<file path="config.mk">
export PLATFORM = sky130hd
export DESIGN_NAME = mem_bus_if
export DESIGN_NICKNAME = d
export VERILOG_FILES = /design/src/rtl/mem_bus_if_pkg.sv /design/src/rtl/mem_bus_watchdog.sv /design/src/rtl/mem_bus_if.sv
export SDC_FILE = /design/constraint.sdc
export NUM_CORES = 1
export LEC_CHECK = 0
export ABC_CLOCK_PERIOD_IN_PS = 4700
export BUFFER_PORTS_ARGS = -buffer_cell sky130_fd_sc_hd__buf_2
export CORE_AREA = 2 2 83 85
export CTS_CLUSTER_DIAMETER = 50
export DETAILED_ROUTE_END_ITERATION = 10
export DIE_AREA = 0 0 85 87
export GPL_TIMING_DRIVEN = 1
export PLACE_DENSITY = 0.74
export SLEW_MARGIN = 20
export SYNTH_ARGS = -nofsm -noshare
export SYNTH_HDL_FRONTEND = slang
export SYNTH_SLANG_ARGS = --single-unit
</file>
<file path="constraint.sdc">
create_clock -name clk -period 4.7 [get_ports clk]
set_input_delay 0.235 -clock clk [delete_from_list [all_inputs] [get_ports clk]]
set_output_delay 0.235 -clock clk [all_outputs]
set_load 0.05 [all_outputs]
</file>
<file path="src/rtl/mem_bus_if_pkg.sv">
// Shared types for the data-memory bus front end: FSM state encoding and access sizes.
package mem_bus_if_pkg;

    localparam int unsigned DATA_W = 32;
    localparam int unsigned STRB_W = 4;
    localparam int unsigned SIZE_W = 2;

    typedef enum logic [2:0] {
        IDLE = 3'd0,
        REQ  = 3'd1,
        WAIT = 3'd2,
        DONE = 3'd3,
        DROP = 3'd4
    } busState_t;

    localparam logic [SIZE_W-1:0] SZ_BYTE = 2'b00;
    localparam logic [SIZE_W-1:0] SZ_HALF = 2'b01;
    localparam logic [SIZE_W-1:0] SZ_WORD = 2'b10;

    // States in which a transaction is waiting on the bus and the watchdog runs.
    function automatic logic isBusBusy(input busState_t s);
        return (s == REQ) || (s == WAIT);
    endfunction

endpackage

</file>
<file path="src/rtl/mem_bus_watchdog.sv">
// Cycle counter for REQ/WAIT residency; raises hit on the TIMEOUT_CYCLES-th cycle.
module mem_bus_watchdog #(
    parameter int unsigned TIMEOUT_CYCLES = 255
) (
    input  logic clk,
    input  logic rst,
    input  logic inReq,
    input  logic inWait,
    output logic hit
);

    localparam int unsigned CNT_W = (TIMEOUT_CYCLES > 1) ? $clog2(TIMEOUT_CYCLES + 1) : 1;
    localparam logic [CNT_W-1:0] LAST = CNT_W'(TIMEOUT_CYCLES - 1);

    logic [CNT_W-1:0] cnt;
    logic [CNT_W-1:0] cntEff;
    logic             prevReq;
    logic             prevWait;
    logic             active;
    logic             entry;

    // A fresh entry into REQ or WAIT restarts the count in that same cycle.
    assign active = inReq | inWait;
    assign entry  = (inReq & ~prevReq) | (inWait & ~prevWait);
    assign cntEff = entry ? '0 : cnt;
    assign hit    = active && (cntEff == LAST);

    always_ff @(posedge clk or negedge rst) begin
        if (!rst) begin
            cnt      <= '0;
            prevReq  <= 1'b0;
            prevWait <= 1'b0;
        end else begin
            prevReq  <= inReq;
            prevWait <= inWait;
            if (active && (cntEff != LAST)) begin
                cnt <= cntEff + CNT_W'(1);
            end
        end
    end

endmodule

</file>
<file path="src/rtl/mem_bus_if.sv">
// MEM-stage data bus front end: issues one SRAM-like transaction per access, captures load data
// into RAMtmp and stalls the pipeline until done. Optional watchdog under MEM_BUS_TIMEOUT_EN.
module mem_bus_if
    import mem_bus_if_pkg::*;
#(
    parameter int unsigned ADDR_W         = 32,
    parameter int unsigned TIMEOUT_CYCLES = 255
) (
    input  logic              clk,
    input  logic              rst,
    input  logic              MemValidM,
    input  logic              MemReadM,
    input  logic              MemWriteM,
    input  logic [2:0]        MemReadType,
    input  logic [ADDR_W-1:0] ALUout,
    input  logic [STRB_W-1:0] calWE,
    input  logic [DATA_W-1:0] StoreData,
    input  logic              ext_stall,
    input  logic              flush,
    output logic              data_req,
    output logic              data_wr,
    output logic [SIZE_W-1:0] data_size,
    output logic [ADDR_W-1:0] data_addr,
    output logic [STRB_W-1:0] data_wstrb,
    output logic [DATA_W-1:0] data_wdata,
    input  logic              data_addr_ok,
    input  logic              data_data_ok,
    input  logic [DATA_W-1:0] data_rdata,
    output logic [DATA_W-1:0] RAMtmp,
    output logic              mem_stall,
    output logic              bus_err
);

    busState_t state;
    logic      acc;
    logic      issue;
    logic      isWrite;
    logic      tmo;
    logic      unusedSizeHi;

    assign acc          = MemValidM & (MemReadM | MemWriteM);
    assign issue        = acc & ~flush;
    assign unusedSizeHi = MemReadType[2];

`ifdef MEM_BUS_TIMEOUT_EN
    logic wdHit;

    mem_bus_watchdog #(
        .TIMEOUT_CYCLES(TIMEOUT_CYCLES)
    ) u_watchdog (
        .clk   (clk),
        .rst   (rst),
        .inReq (state == REQ),
        .inWait(state == WAIT),
        .hit   (wdHit)
    );

    // A response arriving on the deadline cycle completes normally instead of timing out.
    assign tmo     = wdHit & isBusBusy(state) & ~((state == WAIT) & data_data_ok);
    assign bus_err = tmo;
`else
    localparam int unsigned unusedTimeout = TIMEOUT_CYCLES;

    assign tmo     = 1'b0;
    assign bus_err = 1'b0;
`endif

    // Bus payload follows the MEM-stage operands, which the stall holds steady.
    assign data_wr    = MemWriteM;
    assign data_size  = MemReadType[1:0];
    assign data_addr  = ALUout;
    assign data_wstrb = MemWriteM ? calWE : '0;
    assign data_wdata = StoreData;

    always_comb begin
        data_req  = 1'b0;
        mem_stall = 1'b0;
        case (state)
            IDLE: begin
                data_req  = issue;
                mem_stall = issue;
            end
            REQ: begin
                data_req  = 1'b1;
                mem_stall = 1'b1;
            end
            WAIT, DROP: mem_stall = 1'b1;
            default: ;
        endcase
    end

    always_ff @(posedge clk or negedge rst) begin
        if (!rst) begin
            state   <= IDLE;
            RAMtmp  <= '0;
            isWrite <= 1'b0;
        end else begin
            case (state)
                IDLE: begin
                    if (issue) begin
                        isWrite <= MemWriteM;
                        state   <= data_addr_ok ? WAIT : REQ;
                    end
                end
                REQ: begin
                    if (tmo) begin
                        RAMtmp <= '0;
                        state  <= data_addr_ok ? DROP : DONE;
                    end else if (data_addr_ok) begin
                        state <= flush ? DROP : WAIT;
                    end else if (flush) begin
                        state <= IDLE;
                    end
                end
                WAIT: begin
                    if (data_data_ok) begin
                        if (flush) begin
                            state <= IDLE;
                        end else begin
                            state <= DONE;
                            if (!isWrite) begin
                                RAMtmp <= data_rdata;
                            end
                        end
                    end else if (tmo) begin
                        RAMtmp <= '0;
                        state  <= DROP;
                    end else if (flush) begin
                        state <= DROP;
                    end
                end
                // Hold off re-issue until the pipeline actually moves past this instruction.
                DONE: begin
                    if (flush || !ext_stall) begin
                        state <= IDLE;
                    end
                end
                DROP: begin
                    if (data_data_ok) begin
                        state <= IDLE;
                    end
                end
                default: state <= IDLE;
            endcase
        end
    end

endmodule

</file>
# ---- Word-level counts from Yosys, hierarchy flattened
# Cells that the tools add are included.
dict set report totals {
  ff_bits 36
  input_bits 112
  out_inout_bits 106
}
dict set report op_classes {
  eq_ne 9
  muxes 14
  n_bitwise 5
  n_reduce_logical 7
}
# operator n
set ops {}
lappend ops {{3-bit two-way mux} 8}
lappend ops {{3-bit case mux with 5 select lines} 1}
lappend ops {{3-bit by 2-bit == test with 1-bit output, second input constant} 2}
lappend ops {{2-bit != test, second input constant} 3}
lappend ops {{3-bit != test, second input constant} 2}
lappend ops {{5-bit AND reduction} 1}
lappend ops {{2-bit two-way mux} 2}
lappend ops {{4-bit two-way mux} 1}
lappend ops {{1-bit case mux with 2 select lines} 2}
lappend ops {{4-bit AND reduction} 1}
lappend ops {{3-bit by 1-bit == test with 1-bit output, second input constant} 1}
lappend ops {{3-bit == test, second input constant} 1}
lappend ops {{3-bit logical NOT} 1}
lappend ops {{3-bit OR reduction} 1}
lappend ops {{1-bit bitwise AND} 2}
lappend ops {{1-bit inverter} 2}
lappend ops {{2-bit AND reduction} 1}
lappend ops {{1-bit logical NOT} 1}
lappend ops {{1-bit logical OR} 1}
lappend ops {{1-bit bitwise OR} 1}

# ---- Longest topological paths before layout
dict set report logic_depth {
  depth_word 5
  depth_mapped 7
  mapped_depth_nobuf 4
}

# ---- Worst setup path before layout
# Ideal clock, no wire load.
dict set report synth_path {
  kind {reg2out}
  from {register state[1]}
  to {output data_req}
  arrival_time_ps 1645
  slack_ps 2820
  path_stages_with_launch 3
  n_path_buf 1
  cell_sequence {dfrtp_1 > clkbuf_1 > nor3_1}
}
dict set report synth_between {
  elab_chain_len 2
}
# item line_no
set synth_rtl {}
lappend synth_rtl {{start, declared} mem_bus_if.sv:34} ;# busState_t state;
lappend synth_rtl {{start signal, assigned} mem_bus_if.sv:102} ;# state <= data_addr_ok ? WAIT : REQ;
lappend synth_rtl {{start signal, assigned} mem_bus_if.sv:108} ;# state <= data_addr_ok ? DROP : DONE;
lappend synth_rtl {{start signal, assigned} mem_bus_if.sv:110} ;# state <= flush ? DROP : WAIT;
lappend synth_rtl {{3-bit by 1-bit == test with 1-bit output / 3-bit logical NOT (equally long branches)} mem_bus_if.sv:78} ;# case (state)
lappend synth_rtl {{1-bit case mux with 2 select lines (*)} mem_bus_if.sv:78}
lappend synth_rtl {{end, declared} mem_bus_if.sv:20} ;# output logic data_req,
# Every way passes the cells marked *; elsewhere a longest branch is shown, timed or not.

# ---- Worst setup path in the final report
dict set report layout_path {
  from {register state[1]}
  to {register RAMtmp[17]}
}
dict set report layout_between {
  elab_chain_len 2
}
# item line_no
set layout_rtl {}
lappend layout_rtl {{3-bit by 2-bit == test with 1-bit output} mem_bus_if.sv:98} ;# case (state)
lappend layout_rtl {{4-bit AND reduction (no source line)} -}
lappend layout_rtl {{end signal, assigned} mem_bus_if.sv:122} ;# RAMtmp <= data_rdata;
lappend layout_rtl {{end, declared} mem_bus_if.sv:29} ;# output logic [DATA_W-1:0] RAMtmp,
# No other way between the ends.
# A chain may end at the register's enable or synchronous reset.

==> reports/qor_table.md <==
| Parameter | Reported | Unit |
| --- | --- | --- |
| Status | finished, final reports clean | - |
| Distinct cell type count after synthesis | 30 | - |
| Utilization after layout | 34.08 | % |
| Final Setup Violations | 0 | - |
| Cell types with the highest counts after synthesis | buf_4, dfrtp_1, mux2_4, and2_1 | - |
| Layout cell share with drive strength beyond 1 | 65.48 | % |
| Count of pins on the block boundary | 218 | - |
| #FFs+latches synth | 36 | - |
| Class of the most critical setup path | reg -> reg | - |
| DPL Wire Length | 3594 | um |
| Final Hold Vio Count | 0 | - |
| Inserted Clock Buffers | 5 | - |
| Post-synthesis instance total | 181 | - |
| Number of standard-cell rows in the floorplan | 30 | - |
| Post-Layout Cell Count | 277 | - |
| Share of the synthesized area in the top cell type | 40.65 | % |
| Count of hold-fix buffers inserted at cts | 0 | - |
| Vias per Instance | 4.444 | - |
| Critical path peak fanout | 32 | - |
| Cell type with the highest aggregate area in the netlist | dfrtp_1 | - |
| First DRT Iteration DRCs | 34 | - |
| Area of placed instances | 2127 | sq um |
| Width of the die | 85 | um |
| Post-CTS clock slew at the launch and capture registers of the worst setup and hold paths | 0.07 | ns |
| Top routing layer in use | met4 | - |
| Synth Flop Type | dfrtp_1 | - |
| Number of pins with negative max-slew slack in the final report | 0 | - |
| Required time of the critical path | 4.86 | ns |
| TritonCTS Sinks | 36 | - |
| Maximum count of clock buffers along a single path | 2 | - |
| Per-instance average area after synthesis | 12.24 | sq um |
| DR pass1 iterations | 4 | - |
| Max VDD drop | 0.3394 | mV |
| Height of the die | 87 | um |
| Insertion delay of the later-clocked pin in the worst-skew pair | 0.28 | ns |
| Final Total Pwr | 1.724 | mW |
| Die Outline Area | 7395 | sq um |
| Number of antenna repair diodes | 0 | - |
| Most repeated cell in the gate-level netlist after synthesis | buf_4 | - |
| Post-synthesis sequential area ratio | 40.65 | % |
| Number of violations of the max-capacitance limit | 0 | - |
| Total grt overflow | 0 | - |
| Startpoint of the worst register-to-register path | state[1] | - |
| Length of routed met3 wiring | 734 | um |
| Share of async-settable or async-resettable flops after synthesis | 100.0 | % |
| Resized cells post-CTS | 0 | - |
| Post-synthesis to final-layout area growth | 1.017 | % |
| Area used by multi-input combinational logic | 703.2 | sq um |
| Sequential cell area | 900.9 | sq um |
| Worst setup path startpoint | state[1] | - |
| TritonCTS clock tree | yes | - |
| Synthesized net count | 293 | - |
| Number of flops mapped to enable cells by yosys | 0 | - |
| Effective utilization at floorplan | 33.73 | % |
| Mapped Area | 2216 | sq um |
| Final Critical Period | 2.193 | ns |
| CP max stage delay | 0.80 | ns |
| Maximum number of pins on one net before global-route repair | 37 | - |
| Count of buffers added by post-CTS timing repair for setup | 0 | - |
| Leading cell types by total area after synthesis | dfrtp_1, buf_4, mux2_4 | - |
| Share of the clock period used by the worst path | 46.66 | % |
| Yosys warnings | 0 | - |
| Total length of routed met2 wires | 2250 | um |
| Fin area | 2238 | sq um |
| Slew margin rel. | 30.42 | % |
| Number of antenna violations at the first check in global routing | 0 | - |
| Nets | 308 | - |
| Peak Freq | 455.9 | MHz |
| Setup crit start kind | flop | - |
| Wire length per cell after detailed routing | 16.68 | um |
| Static Leak | 1.249 | nW |
| Library cell used as clock root buffer | clkbuf_8 | - |
| Max Clock Skew | 0.005919 | ns |
| Core ar. | 6569 | sq um |
| Slack of the worst reg-to-reg path | 2.51 | ns |
| Placed Cells | 269 | - |
| Drt drc | 0 | - |
| Top Family by Delay on Critical Path | simple AND/OR/NAND/NOR gates | - |
| Cell chain of the critical path | and2b_1 > nand3_2 > or2_2 > mux2_2 | - |
| Cell type of the slowest stage on the worst timing path | or2_2 | - |
| Type of element capturing the critical path | flop | - |
| Post-route setup TNS | 0 | ns |
| CP arrival | 2.36 | ns |
| Pwr per Cell Area | 770.4 | nW/um^2 |
| Deepest level of the CTS H-tree | 2 | - |
| Post-route worst hold slack | 0.03441 | ns |
| Filler Cells Inserted | 658 | - |
| Setup repair after global routing missed its margin | false | - |
| Hold/Removal Path Class | in -> async | - |
| Global-route total usage across every layer | 11.77 | % |
| Number of global-route vias before repair | 1182 | - |
| Met1 wire length | 1571 | um |
| First-pass GRT wire length | 6624 | um |
| Setup slack of the critical path after layout | 2.507 | ns |
| Worst slack at placement | 2.506 | ns |
| Total wire length after detailed routing | 4620 | um |
| Least-Margin Pin Slew | 1.044 | ns |
| Port Buffers | 83 | - |
| Residual antenna-violating net count after detailed routing | 0 | - |
| Final Wtd Congestion | 0.8594 | - |
| Number of buffers and inverters on the critical path | 0 | - |
| Vias after detailed routing | 1231 | - |
## metal layers
metal,track usage (%),up-vias
met5,0,-
met3,8.246,14
met4,4.185,0
met2,18.68,90
li1,-,557
met1,12.32,570
## layout by cell type (no fill, tap or decap), drive strengths merged, types with 2 or more instances in the layout
cell / netlist / final
a21oi: 3 / 3
a31oi: 2 / 2
and2: 5 / 5
buf: 74 / 83
clkbuf: 1 / 5
dfrtp: 36 / 36
inv: 2 / 2
mux2: 33 / 33
nand2: 3 / 3
nor2: 4 / 4
nor3: 2 / 2
o21ai: 3 / 3
or2: 2 / 2
## cells by family (layout without fill, tap and decap cells)
kind of cell / Yosys count / count (layout) / share of synthesized area, %
compound gates: 11 / 11 / 3.105
fa+ha+maj: 1 / 1 / 0.4517
buf+inv: 77 / 93 / 27.61
flops: 36 / 36 / 40.65
mux: 33 / 33 / 21.85
other cells: 1 / 1 / 0.1692
simple gates: 22 / 22 / 6.156
## where the power goes
group | internal, mW | total [mW] | switching, mW
logic | 0.301 | 0.926 | 0.625
registers | 0.446 | 0.532 | 0.0860
clock network | 0.157 | 0.267 | 0.110
## path summary, 6_finish.rpt
check | endpoint | cells past startpoint
max | RAMtmp[17] | 4
min | RAMtmp[5] | 1
max reg2reg | RAMtmp[17] | 4
min reg2reg | RAMtmp[17] | 1
max in group asynchronous | RAMtmp[14] | 1
min in group clk | RAMtmp[3] | 2
## worst reg2reg max path: cells and delay by family, from the launching register on
family           cells  cell delay, ns
DFF                  1            0.50
and+or+nand+nor      3            1.15
muxes                1            0.43
## sequential cells by signal (all words and copies together), names as in the netlist
name and count:
isWrite 1, state 3, RAMtmp 32
## final cells by class
type                            instances  area share, %
Sequential cell                        36          40.25
Multi-Input combinational cell         68          31.41
Timing Repair Buffer                   83          18.56
Tap cell                               80          4.472
Clock buffer                            5          3.074
Clock inverter                          3          1.901
Inverter                                2         0.3354
No activity file was read; power rests on OpenSTA's default activity.
